## src/rtl/thr2pry_pkg.sv

```systemverilog
// Shared definitions for the thermometer-to-priority pipeline.
//   DIR_LSB / DIR_MSB : accepted values of the DIRECTION parameter
//   idx_width()       : index width for a vector of w bits (at least 1)
//   seg_decode()      : decodes one segment (up to SEG_MAX bits wide) into
//                       its one-hot edge, local index, any-bit and local
//                       monotonicity error. Stage 1 uses it per input
//                       segment; stage 2 reuses it on the vector of segment
//                       any-bits to pick the winning segment.
package thr2pry_pkg;

  localparam string DIR_LSB = "LSB";
  localparam string DIR_MSB = "MSB";
  localparam int    SEG_MAX = 32;

  typedef struct packed {
    logic [SEG_MAX-1:0] edge_oh;
    logic [4:0]         idx;
    logic               any;
    logic               err;
  } seg_dec_t;

  function automatic int idx_width(input int w);
    return (w <= 1) ? 1 : $clog2(w);
  endfunction

  // Only bits [w-1:0] of v are considered; callers zero-extend.
  // msb=0: edge is the lowest set bit and a 1 followed by a 0 above it is
  // an error. msb=1: edge is the highest set bit, mirrored error rule.
  function automatic seg_dec_t seg_decode(input logic [SEG_MAX-1:0] v,
                                          input int w, input bit msb);
    seg_dec_t d;
    bit       found;
    d     = '0;
    found = 1'b0;
    for (int k = 0; k < SEG_MAX; k++) begin
      if (k < w) begin
        int i;
        i = msb ? (w - 1 - k) : k;
        if (!found && v[i[4:0]]) begin
          found             = 1'b1;
          d.edge_oh[i[4:0]] = 1'b1;
          d.idx             = 5'(i);
        end
      end
      if (k < w - 1) begin
        int j;
        j = k + 1;
        if (msb ? (v[j[4:0]] && !v[k[4:0]]) : (v[k[4:0]] && !v[j[4:0]]))
          d.err = 1'b1;
      end
    end
    d.any = |v;
    return d;
  endfunction

endpackage

```

## src/rtl/thr2pry_seg.sv

```systemverilog
// Combinational decoder for one SPLIT-wide segment of the thermometer word.
// Optional feature macro: THR2PRY_PIPE_ERR_EN (adds err/lo/hi outputs).
// Ports:
//   seg     in  W    segment bits
//   edge_oh out W    one-hot segment-local edge
//   idx     out LIW  segment-local index of the edge
//   any     out 1    any bit set in the segment
//   err     out 1    segment-local monotonicity error   (macro only)
//   lo, hi  out 1    lowest / highest segment bit       (macro only)
module thr2pry_seg
  import thr2pry_pkg::*;
#(
  parameter int  W   = 3,
  parameter bit  MSB = 1'b0,
  localparam int LIW = idx_width(W)
) (
  input  logic [W-1:0]   seg,
  output logic [W-1:0]   edge_oh,
  output logic [LIW-1:0] idx,
  output logic           any
`ifdef THR2PRY_PIPE_ERR_EN
  ,
  output logic           err,
  output logic           lo,
  output logic           hi
`endif
);

  always_comb begin
    seg_dec_t d;
    d       = seg_decode(SEG_MAX'(seg), W, MSB);
    edge_oh = d.edge_oh[W-1:0];
    idx     = LIW'(d.idx);
    any     = d.any;
`ifdef THR2PRY_PIPE_ERR_EN
    err     = d.err;
`endif
  end

`ifdef THR2PRY_PIPE_ERR_EN
  // Boundary bits feed the inter-segment check in stage 2.
  assign lo = seg[0];
  assign hi = seg[W-1];
`endif

endmodule

```

## src/rtl/thr2pry_pipe.sv

```systemverilog
// Two-stage pipelined thermometer-to-priority decoder with valid/ready
// backpressure. Stage 1 decodes each SPLIT-bit segment; stage 2 picks the
// first non-empty segment from the DIRECTION side and assembles the result.
// Optional feature macro: THR2PRY_PIPE_ERR_EN (monotonicity check; when
// undefined m_err is tied 0 and no check logic or error registers exist).
// Ports:
//   clk, rst       clock (rising edge), asynchronous active-high reset
//   s_vld/s_rdy    input handshake, s_thr thermometer word (WIDTH)
//   m_vld/m_rdy    output handshake
//   m_pry (WIDTH)  one-hot priority edge, m_idx its binary index
//   m_any          any bit set in the word, m_err non-thermometer input
module thr2pry_pipe
  import thr2pry_pkg::*;
#(
  parameter int    WIDTH     = 9,
  parameter int    SPLIT     = 3,
  parameter string DIRECTION = DIR_LSB,
  localparam int   IDX_W     = idx_width(WIDTH)
) (
  input  logic             clk,
  input  logic             rst,
  input  logic             s_vld,
  output logic             s_rdy,
  input  logic [WIDTH-1:0] s_thr,
  output logic             m_vld,
  input  logic             m_rdy,
  output logic [WIDTH-1:0] m_pry,
  output logic [IDX_W-1:0] m_idx,
  output logic             m_any,
  output logic             m_err
);

  localparam int NSEG = WIDTH / SPLIT;
  localparam int LIW  = idx_width(SPLIT);
  localparam bit MSB  = (DIRECTION == DIR_MSB);

  if (WIDTH < 2 || SPLIT < 1 || (WIDTH % SPLIT) != 0 ||
      SPLIT > SEG_MAX || NSEG > SEG_MAX) begin : g_bad_split
    $fatal(1, "thr2pry_pipe: WIDTH must be >= 2 and a multiple of SPLIT");
  end
  if (DIRECTION != DIR_LSB && DIRECTION != DIR_MSB) begin : g_bad_dir
    $fatal(1, "thr2pry_pipe: DIRECTION must be \"LSB\" or \"MSB\"");
  end

  logic vld_p1, vld_p2, rdy_p1, rdy_p2;

  assign rdy_p2 = !vld_p2 || m_rdy;
  assign rdy_p1 = !vld_p1 || rdy_p2;
  assign s_rdy  = rdy_p1;

  logic [SPLIT-1:0] edge_c [NSEG];
  logic [LIW-1:0]   lidx_c [NSEG];
  logic [NSEG-1:0]  any_c;
`ifdef THR2PRY_PIPE_ERR_EN
  logic [NSEG-1:0]  err_c, lo_c, hi_c;
`endif

  for (genvar g = 0; g < NSEG; g++) begin : g_seg
    thr2pry_seg #(.W(SPLIT), .MSB(MSB)) u_seg (
      .seg     (s_thr[g*SPLIT +: SPLIT]),
      .edge_oh (edge_c[g]),
      .idx     (lidx_c[g]),
      .any     (any_c[g])
`ifdef THR2PRY_PIPE_ERR_EN
      ,
      .err     (err_c[g]),
      .lo      (lo_c[g]),
      .hi      (hi_c[g])
`endif
    );
  end

  // ---- stage 1: per-segment partial decode ----
  logic [SPLIT-1:0] edge_p1 [NSEG];
  logic [LIW-1:0]   lidx_p1 [NSEG];
  logic [NSEG-1:0]  any_p1;
`ifdef THR2PRY_PIPE_ERR_EN
  logic [NSEG-1:0]  err_p1, lo_p1, hi_p1;
`endif

  always_ff @(posedge clk or posedge rst) begin
    if (rst) begin
      vld_p1 <= 1'b0;
      any_p1 <= '0;
      for (int k = 0; k < NSEG; k++) begin
        edge_p1[k] <= '0;
        lidx_p1[k] <= '0;
      end
`ifdef THR2PRY_PIPE_ERR_EN
      err_p1 <= '0;
      lo_p1  <= '0;
      hi_p1  <= '0;
`endif
    end else if (rdy_p1) begin
      vld_p1 <= s_vld;
      if (s_vld) begin
        any_p1 <= any_c;
        for (int k = 0; k < NSEG; k++) begin
          edge_p1[k] <= edge_c[k];
          lidx_p1[k] <= lidx_c[k];
        end
`ifdef THR2PRY_PIPE_ERR_EN
        err_p1 <= err_c;
        lo_p1  <= lo_c;
        hi_p1  <= hi_c;
`endif
      end
    end
  end

  // ---- stage 2: segment select and result assembly ----
  logic [WIDTH-1:0] pry_c;
  logic [IDX_W-1:0] idx_c;
  logic             any_s;
`ifdef THR2PRY_PIPE_ERR_EN
  logic             err_s;
`endif

  always_comb begin
    seg_dec_t sel;
    // The segment any-bits behave like a coarse word: its edge is the winner.
    sel   = seg_decode(SEG_MAX'(any_p1), NSEG, MSB);
    pry_c = '0;
    idx_c = '0;
    for (int k = 0; k < NSEG; k++) begin
      if (sel.edge_oh[k]) begin
        pry_c[k*SPLIT +: SPLIT] = edge_p1[k];
        idx_c = IDX_W'(k * SPLIT + int'(lidx_p1[k]));
      end
    end
    any_s = sel.any;
`ifdef THR2PRY_PIPE_ERR_EN
    err_s = |err_p1;
    for (int k = 0; k < NSEG - 1; k++) begin
      if (MSB ? (lo_p1[k+1] && !hi_p1[k]) : (hi_p1[k] && !lo_p1[k+1]))
        err_s = 1'b1;
    end
`endif
  end

  logic [WIDTH-1:0] pry_p2;
  logic [IDX_W-1:0] idx_p2;
  logic             any_p2;
`ifdef THR2PRY_PIPE_ERR_EN
  logic             err_p2;
`endif

  always_ff @(posedge clk or posedge rst) begin
    if (rst) begin
      vld_p2 <= 1'b0;
      pry_p2 <= '0;
      idx_p2 <= '0;
      any_p2 <= 1'b0;
`ifdef THR2PRY_PIPE_ERR_EN
      err_p2 <= 1'b0;
`endif
    end else if (rdy_p2) begin
      vld_p2 <= vld_p1;
      if (vld_p1) begin
        pry_p2 <= pry_c;
        idx_p2 <= idx_c;
        any_p2 <= any_s;
`ifdef THR2PRY_PIPE_ERR_EN
        err_p2 <= err_s;
`endif
      end
    end
  end

  // ---- output ----
  assign m_vld = vld_p2;
  assign m_pry = pry_p2;
  assign m_idx = idx_p2;
  assign m_any = any_p2;
`ifdef THR2PRY_PIPE_ERR_EN
  assign m_err = err_p2;
`else
  assign m_err = 1'b0;
`endif

endmodule
```

## config.mk

```make
export PLATFORM = sky130hd
export DESIGN_NAME = thr2pry_pipe
export DESIGN_NICKNAME = d
export VERILOG_FILES = /design/src/rtl/thr2pry_pkg.sv /design/src/rtl/thr2pry_seg.sv /design/src/rtl/thr2pry_pipe.sv
export SDC_FILE = /design/constraint.sdc
export NUM_CORES = 1
export LEC_CHECK = 0
export CORE_UTILIZATION = 38
export DETAILED_ROUTE_END_ITERATION = 16
export PLACE_DENSITY = 0.64
export SKIP_CTS_REPAIR_TIMING = 1
export SKIP_LAST_GASP = 1
export SLEW_MARGIN = 10
export SYNTH_ARGS = -nofsm -noshare
export SYNTH_HDL_FRONTEND = slang
export SYNTH_SLANG_ARGS = --single-unit
```

## constraint.sdc

```tcl
create_clock -name clk -period 1.5 [get_ports clk]
set_input_delay 0.45 -clock clk [delete_from_list [all_inputs] [get_ports clk]]
set_output_delay 0.45 -clock clk [all_outputs]
set_load 0.01 [all_outputs]
```

==> out/metrics.yaml <==
crit_type: "flip-flop to output pin"
syn_to_final_growth_pct: 40.7
rsz0062_at_grt: "true"
die_area_um2: 3470
ios: 30
cts_max_path_buffers: 2
reg2reg_depth: 4
core_area_um2: 3050
finalHoldViolCount: 0
dr.pass1.iters: 4
dp_hpwl_mm: 1.89
dr_wl_met3_um: 68
cpPeakStageDelay_ps: 420
stdcell_area_um2: 1730
finalWorstSetupSlack_ps: -80.3
path_cells: "buf_4 > nand3b_4 > dlymetal6s2s_1"
ys_seq_area_frac: 0.549
viasPerCell: 4.70
post-route-period-util: 1.05
final.min_clock_period_ps: 1580
irDropWorstVdd_mv: 0.389
grt_max_degree: 28
post_drt_wl_per_cell_um: 12.4
row_count: 20
layout.nets: 166
status: "finished, violations left"
crit_slowest_cell: "dfrtp_2"
path_clk_slew_ps: 140
grt_pass1_wl_mm: 3.88
synth_edf_count: 0
syn_inst: 109
ys_ff_latch: 27
placed_cells: 189
clkSinkCount: 27
slew_viol_final: 0
ys_types: 32
insertion_delay_ps: 320
drtIter0Drc: 15
top_layer_used: "met4"
crit_path_end_kind: "output pin"
synth-main-ff-cell: "dfrtp_1"
die_w_um: 58.9
drtAntennaViolNets: 0
start_util: 0.403
cts_tree: "built"
leakage_uw: 0.000990
finalSetupViolCount: 1
gr-total-overflow: 0
crit_fanout: 3
setup_tns_ps: -80.3
layout-drive-gt1-share: 0.172
yosysWarnings: 0
grt_usage: 0.153
num_vias: 916
worstPathArrival_ps: 1130
synthDominantCellAreaShare: 0.549
io_buffers: 28
yosys-top-cells-count: "dfrtp_1 (27), nand2_1 (10), o21ai_1 (10)"
start_kind: "flip-flop"
synth_area_leaders: "dfrtp_1 (55%), mux2_1 (8.2%), o21ai_1 (4.1%), nand2_1 (3.1%), mux2i_1 (2.4%)"
wl_mm: 2.42
hold_path.class: "primary input to asynchronous set/reset pin"
syn_avg_cell_area_um2: 11.3
die_h_um: 58.9
met2WireLength_mm: 1.15
place_area_um2: 1640
synth_nets: 123
cts_made_buffers: 3
m1WireLength_mm: 1.15
antenna_found_initial: 0
async_flop_share: 1.00
critPathRequiredTime_ps: 1050
cts-root-buf: "clkbuf_4"
synth.cell_area_um2: 1230
fmax_mhz: 633
cap_violations: 0
worst_clock_skew_ps: 2.55
yosysTopAreaCell: "dfrtp_1"
total_power_uw: 1530
antennaDiodeCount: 0
place.gp.congestion: 0.834
final_cell_count_no_fill: 195
htreeDepth: 1
synthMostInstantiatedCell: "dfrtp_1"
grt_pass1_vias: 846
p_per_area_nw_per_um2: 883
violations: "setup timing"
drc: 0
sequential cells by signal, indices dropped and copies added (netlist names):
| signal | count |
|---|---|
| m_pry | 9 |
| edge_p1 | 7 |
| any_p1 | 3 |
| m_idx | 3 |
| lidx_p1 | 2 |
| m_any | 1 |
| m_vld | 1 |
| vld_p1 | 1 |
layout make-up:
cell class | count | area, um^2
Fill cell | 283 | 1320
Sequential cell | 27 | 677
Multi-Input combinational cell | 73 | 517
Timing Repair Buffer | 41 | 433
Tap cell | 44 | 55.1
Clock buffer | 4 | 26.3
Inverter | 6 | 22.5
where the power goes:
part	total, uW	switching [uW]	internal, uW
clock	312	208	104
sequential	850	46.0	804
combinational	365	167	198
worst paths after layout:
kind | from | end | slack (ps)
min in group clk | edge_p1[7] | edge_p1[7] | 500
max in group asynchronous | rst | m_vld | 910
setup / recovery | m_vld | s_rdy | -80
hold reg to reg | edge_p1[7] | edge_p1[7] | 500
setup reg to reg | m_vld | m_pry[2] | 110
hold / removal | rst | m_pry[4] | 420
cells by family (layout without fill, tap and decap cells):
kind of cell	count (synthesis)	after routing	synth area share
and+or+nand+nor	32	32	0.158
DFF	27	27	0.549
AOI/OAI and AO/OA	26	26	0.129
buffers and inverters	9	51	0.0346
adders and majority gates	1	1	0.0102
other	1	1	0.00305
muxes	13	13	0.116
layout by cell type, fill, tap and decap left out, types with 2 or more instances in the layout:
master           netlist  final
a21oi_1                5      5
a22o_1                 2      2
a31oi_1                3      3
and2_1                 2      2
buf_4                  2     12
clkbuf_4               0      3
clkdlybuf4s50_1        0     11
dfrtp_1               27     26
dlymetal6s2s_1         0     17
inv_1                  5      5
mux2_1                 9      9
mux2i_1                3      3
nand2_1               10     10
nand2b_1               3      3
nor2_1                 3      3
nor2b_1                3      3
nor3_1                 4      4
o21ai_1               10     10
o2bb2ai_1              2      2
per-stage QoR:
stage          setup WS [ps]  utilization  hold WS (ps)
2_1_floorplan            164            -           456
3_3_place_gp            -559        0.537           473
3_5_place_dp            -548        0.537           476
4_1_cts                 -566        0.546           432
5_1_grt                 -123        0.567           443
6_report               -80.3        0.567           425
routing by layer:
| metal | GRT usage | vias to the layer above |
|---|---|---|
| li1 | - | 460 |
| met1 | 0.210 | 431 |
| met2 | 0.240 | 20 |
| met3 | 0.0132 | 5 |
| met4 | 0.0816 | 0 |
| met5 | 0 | - |
worst max-delay path, delay by kind of cell, from the launching register on:
| family | cells | cell delay, ps |
|---|---|---|
| AND/OR/NAND/NOR | 1 | 80 |
| buffers and inverters | 2 | 310 |
| flip-flops | 1 | 420 |
Note: power is estimated with default switching activity, not from simulation.
